$ cat src/rtl/serial_add_ctrl_pkg.sv
// -----------------------------------------------------------------------------
// serial_add_pkg
// Shared definitions for the bit-serial adder controller.
//   state_t        : controller FSM encoding (IDLE, RUN, DONE)
//   WIDTH_DEFAULT  : default operand/result width
// -----------------------------------------------------------------------------
package serial_add_pkg;

    typedef enum logic [1:0] {
        IDLE = 2'd0,
        RUN  = 2'd1,
        DONE = 2'd2
    } state_t;

    localparam int WIDTH_DEFAULT = 8;

endpackage

$ cat src/rtl/serial_add_ctrl_if.sv
// -----------------------------------------------------------------------------
// serial_add_ctrl_if
// Request/result bundle of the bit-serial adder.
//
// Handshake: the requester raises start with a/b (and sub, when
// SERIAL_ADD_SUB_EN is defined) stable. The adder accepts on the first rising
// edge where it is idle and start=1; operands are captured on that edge. busy
// is high for the WIDTH cycles of the operation, then done pulses for exactly
// one cycle with sum/cout valid. start seen while busy or done is dropped,
// not queued. done and busy are never high together.
//
// Signals:
//   start  (master->slave) operation request
//   a, b   (master->slave) operands, WIDTH bits
//   sub    (master->slave) subtract select, only with SERIAL_ADD_SUB_EN
//   sum    (slave->master) result register, WIDTH bits
//   cout   (slave->master) final carry out (no-borrow flag when subtracting)
//   busy   (slave->master) operation in progress
//   done   (slave->master) one-cycle completion pulse
//   state  (slave->master) FSM state, for observation only
// -----------------------------------------------------------------------------
interface serial_add_ctrl_if
    import serial_add_pkg::*;
#(
    parameter int WIDTH = WIDTH_DEFAULT
);
    logic             start;
    logic [WIDTH-1:0] a;
    logic [WIDTH-1:0] b;
`ifdef SERIAL_ADD_SUB_EN
    logic             sub;
`endif
    logic [WIDTH-1:0] sum;
    logic             cout;
    logic             busy;
    logic             done;
    state_t           state;

    modport master (
`ifdef SERIAL_ADD_SUB_EN
        output sub,
`endif
        output start, a, b,
        input  sum, cout, busy, done, state
    );

    modport slave (
`ifdef SERIAL_ADD_SUB_EN
        input  sub,
`endif
        input  start, a, b,
        output sum, cout, busy, done, state
    );

endinterface

$ cat src/rtl/serial_add_ctrl_fa_cell.sv
// -----------------------------------------------------------------------------
// serial_fa_cell
// Combinational one-bit full adder built from two half-adder stages.
//   x, y  : operand bits
//   ci    : carry in
//   s     : sum bit
//   co    : carry out
// -----------------------------------------------------------------------------
module serial_fa_cell (
    input  logic x,
    input  logic y,
    input  logic ci,
    output logic s,
    output logic co
);
    logic s1;
    logic c1;
    logic c2;

    assign s1 = x ^ y;
    assign c1 = x & y;
    assign s  = s1 ^ ci;
    assign c2 = s1 & ci;
    assign co = c1 | c2;

endmodule

$ cat src/rtl/serial_add_ctrl.sv
// -----------------------------------------------------------------------------
// serial_add_ctrl
// Bit-serial WIDTH-bit adder: one full-adder cell is reused across all bit
// positions, LSB first, one bit per clock. {cout,sum} = a + b (mod 2^(WIDTH+1)).
// Optional macro SERIAL_ADD_SUB_EN adds a sub input: sub=1 computes a - b in
// two's complement, with cout=1 meaning no borrow.
//
// Ports:
//   clk    system clock, rising edge
//   rst_n  asynchronous active-low reset
//   bus    serial_add_ctrl_if.slave (start, a, b, [sub], sum, cout, busy,
//          done, state)
// The WIDTH parameter must match the interface instance's WIDTH.
// -----------------------------------------------------------------------------
module serial_add_ctrl
    import serial_add_pkg::*;
#(
    parameter int WIDTH = WIDTH_DEFAULT
) (
    input  logic             clk,
    input  logic             rst_n,
    serial_add_ctrl_if.slave bus
);
    localparam int              CNT_W = $clog2(WIDTH);
    localparam logic [CNT_W-1:0] LAST = CNT_W'(WIDTH - 1);

    state_t           state_q;
    state_t           state_d;
    logic [WIDTH-1:0] a_sr;
    logic [WIDTH-1:0] b_sr;
    logic [WIDTH-1:0] sum_q;
    logic             carry_q;
    logic             cout_q;
    logic [CNT_W-1:0] cnt_q;

    logic             cell_s;
    logic             cell_co;
    logic [WIDTH-1:0] b_load;
    logic             carry_init;
    logic             accept;

`ifdef SERIAL_ADD_SUB_EN
    // Subtraction is a + ~b + 1: invert b on load and seed the carry with 1.
    assign b_load     = bus.sub ? ~bus.b : bus.b;
    assign carry_init = bus.sub;
`else
    assign b_load     = bus.b;
    assign carry_init = 1'b0;
`endif

    assign accept = (state_q == IDLE) && bus.start;

    serial_fa_cell u_cell (
        .x  (a_sr[0]),
        .y  (b_sr[0]),
        .ci (carry_q),
        .s  (cell_s),
        .co (cell_co)
    );

    // FSM state register
    always_ff @(posedge clk or negedge rst_n) begin
        if (!rst_n) begin
            state_q <= IDLE;
        end else begin
            state_q <= state_d;
        end
    end

    // FSM next state
    always_comb begin
        state_d = state_q;
        unique case (state_q)
            IDLE:    if (bus.start) state_d = RUN;
            RUN:     if (cnt_q == LAST) state_d = DONE;
            DONE:    state_d = IDLE;
            default: state_d = IDLE;
        endcase
    end

    // Datapath: operand shift registers, carry flop, bit counter, result.
    always_ff @(posedge clk or negedge rst_n) begin
        if (!rst_n) begin
            a_sr    <= '0;
            b_sr    <= '0;
            sum_q   <= '0;
            carry_q <= 1'b0;
            cout_q  <= 1'b0;
            cnt_q   <= '0;
        end else if (accept) begin
            a_sr    <= bus.a;
            b_sr    <= b_load;
            carry_q <= carry_init;
            cnt_q   <= '0;
        end else if (state_q == RUN) begin
            // Result bits enter at the MSB; after WIDTH shifts bit 0 sits at LSB.
            sum_q   <= {cell_s, sum_q[WIDTH-1:1]};
            a_sr    <= a_sr >> 1;
            b_sr    <= b_sr >> 1;
            carry_q <= cell_co;
            cnt_q   <= cnt_q + 1'b1;
            if (cnt_q == LAST) begin
                cout_q <= cell_co;
            end
        end
    end

    assign bus.sum   = sum_q;
    assign bus.cout  = cout_q;
    assign bus.busy  = (state_q == RUN);
    assign bus.done  = (state_q == DONE);
    assign bus.state = state_q;

endmodule

$ cat src/flat_wrapper.sv
// flat-port wrapper written by rule: the top's interface ports become plain ports
module serial_add_ctrl_flat import serial_add_pkg::*;
#(
    parameter int WIDTH = WIDTH_DEFAULT
)
  (clk, rst_n, bus_start, bus_a, bus_b, bus_sum, bus_cout, bus_busy, bus_done, bus_state);
  serial_add_ctrl_if #(.WIDTH(WIDTH)) bus_i ();
  input  logic clk;
  input  logic rst_n;
  input wire logic [$bits(bus_i.start)-1:0] bus_start;
  input wire logic [$bits(bus_i.a)-1:0] bus_a;
  input wire logic [$bits(bus_i.b)-1:0] bus_b;
  output wire logic [$bits(bus_i.sum)-1:0] bus_sum;
  output wire logic [$bits(bus_i.cout)-1:0] bus_cout;
  output wire logic [$bits(bus_i.busy)-1:0] bus_busy;
  output wire logic [$bits(bus_i.done)-1:0] bus_done;
  output wire logic [$bits(bus_i.state)-1:0] bus_state;
  assign bus_i.start = bus_start;
  assign bus_i.a = bus_a;
  assign bus_i.b = bus_b;
  assign bus_sum = bus_i.sum;
  assign bus_cout = bus_i.cout;
  assign bus_busy = bus_i.busy;
  assign bus_done = bus_i.done;
  assign bus_state = bus_i.state;
  serial_add_ctrl #(.WIDTH(WIDTH)) u_core (.clk(clk), .rst_n(rst_n), .bus(bus_i));
endmodule
$ cat config.mk
export PLATFORM = sky130hd
export DESIGN_NAME = serial_add_ctrl_flat
export DESIGN_NICKNAME = d
export VERILOG_FILES = /design/src/rtl/serial_add_ctrl_pkg.sv /design/src/rtl/serial_add_ctrl_if.sv /design/src/rtl/serial_add_ctrl_fa_cell.sv /design/src/rtl/serial_add_ctrl.sv /design/src/flat_wrapper.sv
export SDC_FILE = /design/constraint.sdc
export NUM_CORES = 1
export LEC_CHECK = 0
export ABC_AREA = 0
export BUFFER_PORTS_ARGS = -buffer_cell sky130_fd_sc_hd__clkbuf_2
export CORE_MARGIN = 1
export CORE_UTILIZATION = 48
export DETAILED_ROUTE_END_ITERATION = 7
export GPL_TIMING_DRIVEN = 0
export PLACE_DENSITY = 0.75
export SLEW_MARGIN = 15
export SYNTH_ARGS = -nofsm -noshare
export SYNTH_HDL_FRONTEND = slang
export SYNTH_HIERARCHICAL = 1
export SYNTH_SLANG_ARGS = --single-unit
export TNS_END_PERCENT = 5
$ cat constraint.sdc
create_clock -name clk -period 2.9 [get_ports clk]
set_input_delay 0.58 -clock clk [delete_from_list [all_inputs] [get_ports clk]]
set_output_delay 0.58 -clock clk [all_outputs]
set_load 0.05 [all_outputs]
==> impl_metrics.yaml, run 1 <==
status:
  outcome: "finished clean"
detailed_routing:
  dr.first_iter.drc_count: 24
  drtPass1Iterations: 4
  routed_via_density: 5.54
  drc: 0
  vias: 1047
  totalWireLength_mm: 2.58
  wire_per_inst_um: 13.6
  antenna_left: 0
sta:
  rsz0062_at_grt: "no"
  fin_crit_ns: 2.18
  setup_slack_ns: 0.722
  drv_slew: 0
  finalCritPeriodShare_pct: 75.1
  fmax_ghz: 0.459
  timing.hold.ws_ns: 0.303
  hold_violations: 0
  final.setup.tns_ns: 0
  worst_pin_slew_ns: 0.740
  slew_headroom_pct: 50.7
  fin_worst_skew_ns: 0.0147
  setup_violations: 0
clock_tree:
  cts_buffers: 5
  postCtsSetupBuffers: 0
  clock_latency_ns: 0.32
  cts.sinks: 31
  clock-root-buffer: "clkbuf_4"
  cts_tree: "done"
  clkTransAtPathRegs_ns: 0.10
  h-tree-depth: 2
  hold_buffers: 0
  clockBufferDepth: 2
  cts-resized-gates: 0
grt:
  grt.busiest_layer: "met2"
  first_global_vias: 1020
  grt_pass1_wl_mm: 4.44
  met2_usage_pct: 31.6
  use_met1_pct: 21.7
  grt_overflow: 0
  grt_usage_pct: 18.7
  antenna_found_initial: 0
  grt_max_degree: 32
  grtUsageMet3_pct: 7.21
die:
  die_y_um: 56.0
  coreArea_um2: 2760
  die_w_um: 56.0
  rows: 19
  die_area_um2: 3140
  initial_utilization_pct: 50.8
  top_level_ports: 32
power:
  switching_share_pct: 43.5
  pwr-share-seq_pct: 38.3
  power_per_cell_area_nw_per_um2: 1230
  intPower_w: 0.00114
  p_leak_nw: 0.818
  clkPwrFrac_pct: 11.7
  ir_drop_mv: 0.880
  finalPower_w: 0.00202
  p_sw_w: 0.000880
  p_comb_share_pct: 50.0
hold_path:
  hp-class: "in -> async"
setup_path:
  path_delay_family: "buffers and inverters"
  cp_cell_sequence: "nand2b_1 > buf_6 > inv_8 > buf_6 > clkbuf_2"
  endpoint_kind: "primary output"
  cpMostUsedCell: "buf_6"
  crit_slowest_cell: "dfrtp_1"
  cp.buffers_inverters: 4
  path_max_fanout: 10
  required_ns: 2.32
  crit_path_max_incr_delay_ns: 0.46
  worstPathArrival_ns: 1.60
  path_class: "reg -> out"
  startpoint_type: "register"
logic_synthesis:
  ys.flop_type: "dfrtp_1"
  syn_avg_cell_area_um2: 11.8
  yosysSeqAreaShare_pct: 55.4
  synth_warnings: 6
  synth-edff-count: 0
  synth_seq_cells: 31
  synth_area_um2: 1400
  yosysUniqueCellTypes: 29
  synthArstFlopShare_pct: 100
  syn-instance-count: 119
  synth_fp_nets: 141
placement:
  port_buffers: 31
  dp_slack_ns: 1.08
  gp_congestion: 0.799
  placed_cell_area_um2: 1590
  dp_hpwl_mm: 1.92
final_layout:
  diodes: 0
  layout.nets: 179
  syn2layout_area_growth_pct: 17.7
  fin_area_um2: 1650
  drive_gt1_share_pct: 34.2
  most-common-layout-cells: "31 x clkbuf_2, 31 x dfrtp_1, 27 x nand2_1"
flow_run:
  drv_cap: 0
-- power groups by stage --
stage / registers [W] / logic [W] / clock network [W]
finish: 0.000773 / 0.00101 / 0.000236
CTS: 0.000775 / 0.00103 / 0.000244
global route: 0.000800 / 0.00110 / 0.000270
detailed placement: 0.000784 / 0.00102 / 0
floorplan: 0.000970 / 0.000604 / 0
global placement: 0.000771 / 0.000987 / 0
-- Yosys cell counts (2+ instances only) --
master / n / area [um^2]
nand2b_1: 4 / 25.0
a21oi_1: 2 / 10.0
o21ai_2: 2 / 17.5
buf_6: 2 / 22.5
a221o_1: 2 / 20.0
buf_2: 3 / 15.0
a22o_1: 3 / 26.3
o22a_1: 22 / 193
nor2_2: 2 / 12.5
dfrtp_1: 31 / 776
ha_1: 2 / 25.0
nand2_1: 27 / 101
-- registers in the layout, indices dropped and copies added, names as in the netlist --
| name | cells |
|---|---|
| u_core/cnt_q | 3 |
| u_core/bus.cout | 1 |
| u_core/bus.sum | 8 |
| u_core/carry_q | 1 |
| u_core/a_sr | 8 |
| u_core/b_sr | 8 |
| u_core/bus.state | 2 |
-- logic make-up after synthesis --
group | count (synthesis) | share of synthesized area [%]
fa+ha+maj | 3 | 3.22
flops | 31 | 55.4
simple gates | 40 | 13.9
mux | 1 | 1.07
buf+inv | 9 | 5.09
compound gates | 35 | 21.3
-- worst paths after layout --
check | from | to | slack, ns | depth (start not counted)
max | u_core/bus.state[1] | bus_busy | 0.72 | 5
min | rst_n | u_core/bus.sum[3] | 0.30 | 1
max reg2reg | u_core/bus.state[1] | u_core/bus.cout | 1.50 | 5
min reg2reg | u_core/bus.sum[0] | u_core/bus.sum[0] | 0.49 | 2
max in group asynchronous | rst_n | u_core/bus.sum[2] | 2.12 | 1
min in group clk | bus_b[7] | u_core/b_sr[7] | 0.48 | 3
-- per-stage QoR --
step	instances	utilization (%)
floorplan	119	-
global placement	181	57.8
detailed placement	181	57.8
CTS	189	59.8
global route	189	59.8
finish	189	59.8
-- cell type report --
type	count	area, um^2
sequential	31	776
multi-input combinational	79	553
timing repair buffer	31	155
clock buffer	6	41.3
inverter	2	15.0
fill	254	1110
clock inverter	2	12.5
buffer	7	56.3
tap	31	38.8
-- layer usage --
layer,part of all wire [%],up-vias,wire length [um]
li1,-,504,-
met1,44,509,1120
met2,50,28,1290
met3,4.5,6,117
met4,1.9,0,50
met5,0,-,0
No activity file was read; power rests on OpenSTA's default activity.
==> run 2, diff against run 1 <==
--- a/config.mk
+++ b/config.mk
@@ -5,13 +5,13 @@
 export SDC_FILE = /design/constraint.sdc
 export NUM_CORES = 1
 export LEC_CHECK = 0
-export ABC_AREA = 0
+export ABC_AREA = 1
 export BUFFER_PORTS_ARGS = -buffer_cell sky130_fd_sc_hd__clkbuf_2
 export CORE_MARGIN = 1
 export CORE_UTILIZATION = 48
 export DETAILED_ROUTE_END_ITERATION = 7
 export GPL_TIMING_DRIVEN = 0
-export PLACE_DENSITY = 0.75
+export PLACE_DENSITY = 0.76
 export SLEW_MARGIN = 15
 export SYNTH_ARGS = -nofsm -noshare
 export SYNTH_HDL_FRONTEND = slang
==> constraint.sdc (replaced) <==
create_clock -name clk -period 2.3 [get_ports clk]
set_input_delay 0.46 -clock clk [delete_from_list [all_inputs] [get_ports clk]]
set_output_delay 0.46 -clock clk [all_outputs]
set_load 0.05 [all_outputs]
==> impl_metrics.yaml, run 2 <==
status:
  outcome: "finished clean"
final_layout:
  layout.nets: 211
  final_common_cell: "nand3_1"
  most-common-layout-cells: "48 x nand3_1, 37 x nand2_1, 31 x clkbuf_2, 31 x dfrtp_1, 11 x o21ai_0"
  drive_gt1_share_pct: 24.5
  diodes: 0
  fin_cells: 218
  syn2layout_area_growth_pct: 17.2
  postLayoutCoreUtil_pct: 62.0
  n_fill_cell: 237
logic_synthesis:
  syn_avg_cell_area_um2: 9.00
  synth-edff-count: 0
  yosysSeqAreaShare_pct: 57.1
  syn-instance-count: 151
  synth_fp_nets: 173
  synth_warnings: 6
  synth.area.top_cells: "dfrtp_1 57%, nand3_1 18%, nand2_1 10%, o21ai_0 4.1%, buf_2 1.8%"
  yosysUniqueCellTypes: 13
  synth_most_common_cell: "nand3_1"
  synth.top_cells.by_count: "48 x nand3_1, 37 x nand2_1, 31 x dfrtp_1"
  yosys.area.top_type: "dfrtp_1"
  ys.flop_type: "dfrtp_1"
  yosysTopAreaCellShare_pct: 57.1
  synth_area_um2: 1360
  synthArstFlopShare_pct: 100
  synth_seq_cells: 31
sta:
  drv_slew: 0
  fin_crit_ns: 2.01
  final.setup.tns_ns: 0
  setup_violations: 0
  fmax_ghz: 0.498
  hold_violations: 0
  finalCritPeriodShare_pct: 87.3
  setup_slack_ns: 0.292
  fin_worst_skew_ns: 0.00389
  timing.hold.ws_ns: 0.193
  slew_headroom_pct: 49.9
  rsz0062_at_grt: "no"
  worst_pin_slew_ns: 0.752
power:
  power_per_cell_area_nw_per_um2: 1400
  p_sw_w: 0.00105
  ir_drop_mv: 1.09
  clkPwrFrac_pct: 12.1
  pwr-share-seq_pct: 40.6
  intPower_w: 0.00117
  p_comb_share_pct: 47.3
  switching_share_pct: 47.3
  p_leak_nw: 0.849
clock_tree:
  clock_latency_ns: 0.32
  postCtsSetupBuffers: 0
  clock-root-buffer: "clkbuf_4"
  cts-resized-gates: 0
  hold_buffers: 0
  clkTransAtPathRegs_ns: 0.09
  clockBufferDepth: 2
  cts.sinks: 31
  cts_tree: "done"
  cts_buffers: 5
  h-tree-depth: 2
die:
  initial_utilization_pct: 52.9
  rows: 18
  die_w_um: 55.2
  top_level_ports: 32
  coreArea_um2: 2570
  die_y_um: 55.2
  die_area_um2: 3050
grt:
  grtUsageMet3_pct: 8.20
  grt_pass1_wl_mm: 4.96
  grt_max_degree: 32
  first_global_vias: 1089
  grt_overflow: 0
  grt.busiest_layer: "met2"
  antenna_found_initial: 0
  grt_usage_pct: 21.4
  use_met1_pct: 28.5
  met2_usage_pct: 31.8
setup_path:
  path_max_fanout: 10
  path_class: "reg -> out"
  path_delay_family: "buffers and inverters"
  cp.buffers_inverters: 3
  worstPathArrival_ns: 1.55
  cp_cell_sequence: "inv_2 > nor2_4 > buf_4 > clkbuf_2"
  crit_slowest_cell: "dfrtp_1"
  ff2ff_path_depth: 4
  required_ns: 1.84
  crit_cells: 4
  rrSetupSlack_ns: 1.05
  startpoint_type: "register"
  endpoint_kind: "primary output"
  crit_path_max_incr_delay_ns: 0.47
hold_path:
  hp-class: "in -> async"
detailed_routing:
  antenna_left: 0
  drtPass1Iterations: 4
  wire_per_inst_um: 13.0
  routed_via_density: 5.35
  vias: 1166
  drc: 0
  dr.first_iter.drc_count: 36
  totalWireLength_mm: 2.83
flow_run:
  drv_cap: 0
placement:
  dp_cells: 212
  gp_congestion: 0.810
  port_buffers: 31
  dp_hpwl_mm: 2.04
  dp_slack_ns: 0.642
run 2: cell count changes after synthesis, sizes merged, moves of 2 or more:
cell	change
a21oi	-2
a221o	-2
a22o	-3
inv	+5
nand2	+10
nand2b	-5
nand3	+48
nor2	+2
o21ai	+7
o22a	-22
run 2: per-layer routing:
layer | vias to the layer above | wire length, um
met2 | 37 | 1340
met3 | 2 | 203
met1 | 550 | 1260
li1 | 577 | -
met5 | - | 0
met4 | 0 | 21
run 2: cell type report:
class	instances	area (um^2)	area share (%)
Buffer	9	51.3	3.22
Clock buffer	6	41.3	2.59
Inverter	7	26.3	1.65
Multi-Input combinational cell	104	505	31.7
Sequential cell	31	776	48.7
Tap cell	30	37.5	2.36
Timing Repair Buffer	31	155	9.74
run 2: through the flow:
step / cell area (um^2) / total power (W)
detailed placement: 1550 / 0.00197
global route: 1590 / 0.00241
floorplan: 1360 / 0.00169
finish: 1590 / 0.00222
CTS: 1590 / 0.00224
global placement: 1550 / 0.00193
run 2: worst reg2reg max path, cell delays in order (launching register included):
cell,delay (ns)
dfrtp_1,0.46
nor2_1,0.31
buf_4,0.23
nand3_1,0.08
nand3_1,0.10
run 2: path summary, 6_finish.rpt:
check                               endpoint           startpoint
hold / removal             u_core/bus.sum[7]                rst_n
setup / recovery                    bus_busy  u_core/bus.state[0]
setup reg to reg              u_core/a_sr[5]  u_core/bus.state[0]
max in group asynchronous     u_core/a_sr[1]                rst_n
hold reg to reg            u_core/bus.sum[0]    u_core/bus.sum[0]
min in group clk              u_core/a_sr[7]             bus_a[7]
run 2: power groups by stage:
stage               logic, W  registers, W  clock network (W)
global placement     0.00103      0.000898                  0
floorplan           0.000535       0.00115                  0
CTS                  0.00106      0.000901           0.000283
finish               0.00105      0.000902           0.000270
detailed placement   0.00106      0.000912                  0
global route         0.00116      0.000934           0.000309
run 2: logic make-up after synthesis:
family                     share of synthesized area, %
and+or+nand+nor                                    29.8
DFF                                                57.1
buffers and inverters                              5.71
AOI/OAI and AO/OA                                  4.05
adders and majority gates                          3.31
